File: src/rtl/seq_detector_param.sv
// Serial bit-sequence detector with a runtime-programmable pattern (1..MAX_LEN bits),
// overlapping or non-overlapping matches, a Mealy match output and a saturating match counter.
module seq_detector_param #(
    parameter int                 MAX_LEN     = 8,
    parameter int                 LEN_W       = 4,
    parameter int                 CNT_W       = 16,
    parameter logic [MAX_LEN-1:0] DEF_PATTERN = 8'b0000_1011,
    parameter int                 DEF_LEN     = 4,
    parameter bit                 DEF_OVERLAP = 1'b1
) (
    input  logic               clk,
    input  logic               rst,
    input  logic               en,
    input  logic               x,
    input  logic               cfg_load,
    input  logic [MAX_LEN-1:0] pattern,
    input  logic [LEN_W-1:0]   len,
    input  logic               overlap,
    input  logic               cnt_clr,
    output logic               y,
    output logic               y_q,
    output logic [CNT_W-1:0]   match_cnt,
    output logic               cnt_sat
);

    // en acts as a bit-valid strobe with no backpressure: x is consumed on every
    // rising edge where en=1 and cfg_load=0; cfg_load takes priority and drops that bit.
    logic [MAX_LEN-1:0] pat_q;
    logic [LEN_W-1:0]   len_q;
    logic               ovl_q;
    logic [MAX_LEN-1:0] hist;
    logic [LEN_W-1:0]   vcnt;

    logic [LEN_W-1:0]   eff_len;
    logic [MAX_LEN-1:0] cand;
    logic [MAX_LEN-1:0] mask;
    logic [LEN_W:0]     vcnt_p1;
    logic               pat_ok;
    logic               hist_ok;
    logic               accept;

    assign eff_len = (len_q > LEN_W'(MAX_LEN)) ? LEN_W'(MAX_LEN) : len_q;
    assign cand    = {hist[MAX_LEN-2:0], x};
    assign vcnt_p1 = {1'b0, vcnt} + (LEN_W+1)'(1);

    always_comb begin
        mask = '0;
        for (int i = 0; i < MAX_LEN; i++) begin
            mask[i] = (LEN_W'(i) < eff_len);
        end
    end

    // Only the low L bits of history+current bit take part in the compare.
    assign pat_ok  = (((cand ^ pat_q) & mask) == '0);
    assign hist_ok = (vcnt_p1 >= {1'b0, eff_len});
    assign accept  = en & ~cfg_load;
    assign y       = accept & (eff_len != '0) & hist_ok & pat_ok;

    always_ff @(posedge clk or posedge rst) begin
        if (rst) begin
            pat_q <= DEF_PATTERN;
            len_q <= LEN_W'(DEF_LEN);
            ovl_q <= DEF_OVERLAP;
            hist  <= '0;
            vcnt  <= '0;
        end else if (cfg_load) begin
            pat_q <= pattern;
            len_q <= len;
            ovl_q <= overlap;
            vcnt  <= '0;
        end else if (en) begin
            hist <= cand;
            if (y && !ovl_q) begin
                vcnt <= '0;
            end else if (vcnt != LEN_W'(MAX_LEN)) begin
                vcnt <= vcnt + LEN_W'(1);
            end
        end
    end

    always_ff @(posedge clk or posedge rst) begin
        if (rst) begin
            y_q       <= 1'b0;
            match_cnt <= '0;
            cnt_sat   <= 1'b0;
        end else begin
            y_q <= y;
            if (cnt_clr) begin
                match_cnt <= '0;
                cnt_sat   <= 1'b0;
            end else if (y && !cnt_sat) begin
                match_cnt <= match_cnt + CNT_W'(1);
                cnt_sat   <= ((match_cnt + CNT_W'(1)) == '1);
            end
        end
    end

endmodule

File: config.mk
export PLATFORM = sky130hd
export DESIGN_NAME = seq_detector_param
export DESIGN_NICKNAME = d
export VERILOG_FILES = /design/src/rtl/seq_detector_param.sv
export SDC_FILE = /design/constraint.sdc
export NUM_CORES = 1
export LEC_CHECK = 0
export CAP_MARGIN = 20
export CORE_UTILIZATION = 30
export DETAILED_ROUTE_END_ITERATION = 10
export RECOVER_POWER = 25
export SLEW_MARGIN = 0
export SYNTH_ARGS = -nofsm -noshare
export SYNTH_HDL_FRONTEND = slang
export SYNTH_SLANG_ARGS = --single-unit
File: constraint.sdc
create_clock -name clk -period 6 [get_ports clk]
set_clock_uncertainty 0.15 [all_clocks]
set_input_delay 0.6 -clock clk [delete_from_list [all_inputs] [get_ports clk]]
set_output_delay 0.6 -clock clk [all_outputs]
set_load 0.02 [all_outputs]
==> flow_summary.ini, run 1 <==
[place]
port_buffers = 37
place_area_um2 = 2860
place_congestion = 0.806
dp.cells = 371
dp_hpwl_mm = 3.74
pre_cts_ws_ns = 1.81

[finish]
layout.cells.non_filler = 379
drive_gt1_share_pct = 12.6
nNetsFinal = 303
diodes = 0
synthToLayoutAreaGrowth_pct = 23.7
finalInstanceArea_um2 = 2970

[power_and_ir_drop]
peakVddDrop_mv = 0.0946
power_frac_comb_pct = 17.3
switchingPower_uw = 187
switching_share_pct = 27.2
pwr-share-seq_pct = 49.5
p_int_uw = 501
p_leak_uw = 0.00111
clockPowerShare_pct = 33.2
p_per_area_nw_per_um2 = 231

[global_routing]
antenna_found_initial = 0
grt_max_degree = 43
grtUsageTotal_pct = 13.4
grt_pass1_wl_mm = 9.11
grt_overflow = 0
grt_pass1_vias = 1859

[hold_path]
hold_path.class = flip-flop to flip-flop
hp-start = hist[6]
holdPathEnd = hist[6]
worstHoldPathCells = 1

[setup_path]
required_ns = 5.25
worstSetupPathType = input pin to primary output
arrival_ns = 3.42
cp-start-kind = input pin
worst_setup_path_end_kind = primary output
r2r-start = vcnt[0]
r2r_setup_slack_ns = 2.88
worstRegToRegCells = 8
critPathMaxFanout = 20
reg2reg_to = match_cnt[10]

[logic_synthesis]
yosys-top-cells-area = dfrtp_1 39%, mux2_2 8.9%, dfstp_2 5.5%, xnor2_1 5.1%, ha_1 4.2%
synth_cell_type_count = 43
synth_common_cells = 37 x dfrtp_1, 20 x nand2_1, 19 x mux2_2, 14 x xnor2_1, 13 x a21oi_1
synthMostInstantiatedCell = dfrtp_1
syn_area_per_cell_um2 = 9.92
synth_top_area_share_pct = 38.6
synth_seq_cells = 42
syn_area_um2 = 2400
ys_async_sr_fraction_pct = 100
synth_area_leader_cell = dfrtp_1
postSynthCellCount = 242
synth_edf_count = 0
synth_top_flop_cell = dfrtp_1
syn-num-nets = 269
yosysSeqAreaShare_pct = 44.0
ys_warn_count = 0

[flow_run]
max-cap-violations = 1

[clock_tree]
cts_buffers = 5
root_buffer = clkbuf_8
cts_setup_buffers = 0
clock_latency_ns = 0.30
holdBufCountCts = 0
ctsResizeCount = 0
clock-sinks = 42
cts_tree = built
cts_buffer_depth = 2
clk_pin_slew_ns = 0.09
htree_levels = 2

[floorplan]
start_util_pct = 31.1
ioPinCount = 38
die_x_um = 91.5
die_h_um = 91.5
rows = 32
core_area_um2 = 7730
dieArea_um2 = 8360

[timing]
finalSetupTns_ns = 0
rsz0062_at_grt = false
worst_hold_slack_ns = 0.394
finalCritPeriodShare_pct = 69.5
min_period_ns = 4.17
hold_viol = 0
worst_slew_pin_slew_ns = 2.24
setup_violations = 0
slew_violations = 43
max_freq_ghz = 0.240
layout_setup_ws_ns = 1.83
slew_headroom_pct = -49.2

[detailed_routing]
drtIter0Drc = 71
vias_per_cell = 4.98
via_count = 1889
totalWireLength_mm = 5.16
wire_per_inst_um = 13.6
drcViolationCount = 0
ant_nets = 0
drt_first_pass_iters = 4

[status]
status = complete, but fails checks
violations = capacitance limit, slew limit
flip-flops by register name, summed over array words and instances (netlist names):
name       flops
cnt_sat        1
hist           7
len_q          4
match_cnt     16
ovl_q          1
pat_q          8
vcnt           4
y_q            1
power by group through the flow:
stage          logic, uW  clock network, uW  registers, uW
2_1_floorplan       91.1                  0            339
3_3_place_gp         119                  0            345
3_5_place_dp         121                  0            346
4_1_cts              121                236            340
5_1_grt              134                247            345
6_report             119                228            340
cell families (layout without fill, tap and decap cells):
family / after synthesis / after routing / share of synthesized area, %
AOI/OAI and AO/OA: 46 / 46 / 11.6
xor gates and xnor gates: 19 / 19 / 6.93
adders and majority gates: 8 / 8 / 4.17
buffers and inverters: 20 / 55 / 3.33
DFF: 42 / 42 / 44.0
muxes: 21 / 21 / 9.74
and+or+nand+nor: 86 / 86 / 20.2
cell usage in the layout (no fill, tap or decap), types with 6 or more instances in the layout:
master	synthesis	routed
nor2_1	7	7
dfrtp_1	37	37
or3_1	7	7
clkdlybuf4s50_1	0	36
inv_1	9	9
nor3_1	7	7
o21ai_0	9	9
nand3_1	8	8
nand4_1	9	9
and2_1	6	6
o21ai_1	6	6
a21oi_1	13	13
xnor2_1	14	14
ha_1	8	8
nand2_1	20	20
mux2_2	19	19
worst max-delay path: stages:
cell             delay [ns]
clkdlybuf4s50_1        0.80
nand2b_1               0.51
a211o_1                0.40
nor3_1                 0.15
nand3_1                0.20
inv_1                  0.14
clkdlybuf4s50_1        0.61
per-stage QoR:
stage	power, uW	util [%]
detailed placement	467	37.0
floorplan	430	-
finish	687	38.4
global route	726	38.4
global placement	464	37.0
CTS	697	38.5
how the worst max path moves through the flow:
stage                         from  to  slack (ns)  cells past startpoint
after CTS                 cfg_load   y        1.82                      7
after floorplan            vcnt[0]   y        3.33                      7
after detailed placement  cfg_load   y        1.81                      7
after global routing      cfg_load   y        1.57                      7
final                     cfg_load   y        1.83                      7
after global placement    cfg_load   y        1.87                      7
area by class of cell:
| cell class | count | area (um2) |
|---|---|---|
| Multi-Input combinational cell | 180 | 1260 |
| Sequential cell | 42 | 1060 |
| Timing Repair Buffer | 38 | 374 |
| Tap cell | 102 | 128 |
| Clock buffer | 5 | 68.8 |
| Fill cell | 775 | 4760 |
| Inverter | 9 | 33.8 |
| Clock inverter | 3 | 45.0 |
routing by layer:
layer  routed length (um)  part of all wire, %  track usage, %
met1                 2570                   50            18.8
met2                 2380                   46            20.9
met3                  148                  2.9            2.60
met4                   60                  1.2            3.97
met5                    0                    0               0
Note: power is estimated with default switching activity, not from simulation.
==> run 2: changes to the inputs <==
clock period = 4.3 ns   (was 6 ns; I/O delays follow)
==> run 2 against run 1 <==
  * The flow still finishes with violations (capacitance limit, slew limit)
  * Sequential cell count is the same
  * Via count grew 0.37%
  * Clock power grew 21%
  * Hold slack gained 0.0020 ns
  * Non-clock buffer count grew 1
  * Worst setup slack lost 1.2 ns
  * Sequential share of layout area grew 0.14 points
  * Utilization shrank 0.15 points
  * Die area is the same
  * Design area shrank 0.38%
  * Total power grew 33%
  * Critical path type is now flip-flop to primary output
  * Largest power group unchanged
  * Highest routed layer unchanged
==> flow_summary.ini, run 2 (synthesis gave the netlist of run 1 again) <==
[global_routing]
grt_overflow = 0
grtUsageTotal_pct = 13.3
antenna_found_initial = 0
grt_pass1_vias = 1891
grt_pass1_wl_mm = 9.07
grt_max_degree = 43

[power_and_ir_drop]
switchingPower_uw = 271
p_int_uw = 647
switching_share_pct = 29.5
p_leak_uw = 0.00111
p_per_area_nw_per_um2 = 310
power_frac_comb_pct = 18.3
pwr-share-seq_pct = 51.7
clockPowerShare_pct = 30.0
peakVddDrop_mv = 0.144

[setup_path]
crit_top_cell = ha_1
critical_path.slowest_cell = clkdlybuf4s50_1
critPathMaxFanout = 8
cp-start-kind = flip-flop
worstSetupPathType = flip-flop to primary output
r2r-start = vcnt[0]
critPathMaxStageDelay_ns = 0.61
arrival_ns = 3.07
startpoint = vcnt[0]
worst_setup_path_end_kind = primary output
crit_chain = ha_1 -> xor2_1 -> ha_1 -> o21ai_0 -> o21ai_1 -> nand3_1 -> inv_1 -> clkdlybuf4s50_1
required_ns = 3.72

[floorplan]
start_util_pct = 31.1
dieArea_um2 = 8360
die_h_um = 91.5
die_x_um = 91.5
rows = 32
core_area_um2 = 7730
ioPinCount = 38

[clock_tree]
cts_buffer_depth = 2
cts_buffers = 5
holdBufCountCts = 0
root_buffer = clkbuf_8
ctsResizeCount = 0
clock-sinks = 42
clock_latency_ns = 0.30
cts_tree = built
htree_levels = 2
clk_pin_slew_ns = 0.09
cts_setup_buffers = 0

[detailed_routing]
drt_first_pass_iters = 4
ant_nets = 0
vias_per_cell = 4.99
wire_per_inst_um = 13.7
totalWireLength_mm = 5.19
drcViolationCount = 0
drtIter0Drc = 145
via_count = 1896

[timing]
worst_slew_pin_slew_ns = 2.24
min_period_ns = 3.65
max_freq_ghz = 0.274
slew_headroom_pct = -49.1
hold_viol = 0
setup_violations = 0
finalCritPeriodShare_pct = 84.8
finalSetupTns_ns = 0
rsz0062_at_grt = false
worst_hold_slack_ns = 0.396
slew_violations = 43

[finish]
final_common_cell = dfrtp_1
synthToLayoutAreaGrowth_pct = 23.2
largest_register = match_cnt
nNetsFinal = 304
ff_latch_area_um2 = 1060
mostFrequentLayoutCells = 37 x dfrtp_1, 36 x clkdlybuf4s50_1, 20 x nand2_1
largest_reg_flops = 16
diodes = 0
drive_gt1_share_pct = 12.9
largest_registers = match_cnt x16, pat_q x8, hist x7
multi_input_area_um2 = 1260
fillers = 783

[hold_path]
hp-start = hist[6]
hold_path.class = flip-flop to flip-flop

[place]
dp_hpwl_mm = 3.75
port_buffers = 37
place_congestion = 0.757

[flow_run]
max-cap-violations = 1

[status]
violations = capacitance limit, slew limit
status = complete, but fails checks
==> run 2: changes by cell type in the layout (fill, tap and decap cells not counted), sizes merged <==
cell	previous run	this run
clkinvlp	2	0
buf	0	1
inv	9	12
bufinv	1	0
==> run 2: power by group through the flow <==
stage / logic, uW / registers, uW / clock network (uW)
2_1_floorplan: 127 / 473 / 0
3_3_place_gp: 166 / 481 / 0
3_5_place_dp: 171 / 483 / 0
4_1_cts: 171 / 475 / 287
5_1_grt: 188 / 481 / 299
6_report: 168 / 474 / 276
==> run 2: critical path, delay by kind of cell, from the launching register on <==
family / cells / cell delay, ns
adder cells (fa/ha/maj): 2 / 0.56
flip-flops: 1 / 0.47
buffers and inverters: 2 / 0.75
XOR/XNOR: 1 / 0.16
AND/OR/NAND/NOR: 1 / 0.30
AO/OA/AOI/OAI: 2 / 0.54
==> run 2: through the flow <==
stage	std cells	utilization [%]	setup slack [ns]	power [uW]	cell area [um2]
floorplan	242	-	1.76	600	2400
global placement	372	37.1	0.903	647	2870
detailed placement	372	37.1	0.847	653	2870
CTS	380	38.3	0.656	933	2960
global route	380	38.3	0.447	969	2960
finish	380	38.3	0.654	918	2960
==> run 2: area by class of cell <==
class / instances / area share (%)
clock buffer: 5 / 2.33
clock inverter: 3 / 0.888
inverter: 9 / 1.14
multi-input combinational: 180 / 42.7
sequential: 42 / 35.7
tap: 102 / 4.31
timing repair buffer: 39 / 12.9
==> run 2: final timing paths <==
kind / to / slack (ns) / cells after the start
setup reg to reg: match_cnt[10] / 1.16 / 8
max in group asynchronous: cnt_sat / 1.49 / 3
hold / removal: hist[6] / 0.40 / 1
hold reg to reg: hist[6] / 0.40 / 1
setup / recovery: y / 0.65 / 8
min in group asynchronous: hist[1] / 1.23 / 3
==> run 2: layer usage <==
layer  vias up  GRT usage, %  part of all wire (%)
li1        945             -                     -
met1       921          17.4                    48
met2        28          22.6                    48
met3         2          2.01                   2.7
met4         0          3.97                  0.77
met5         -             0                     0
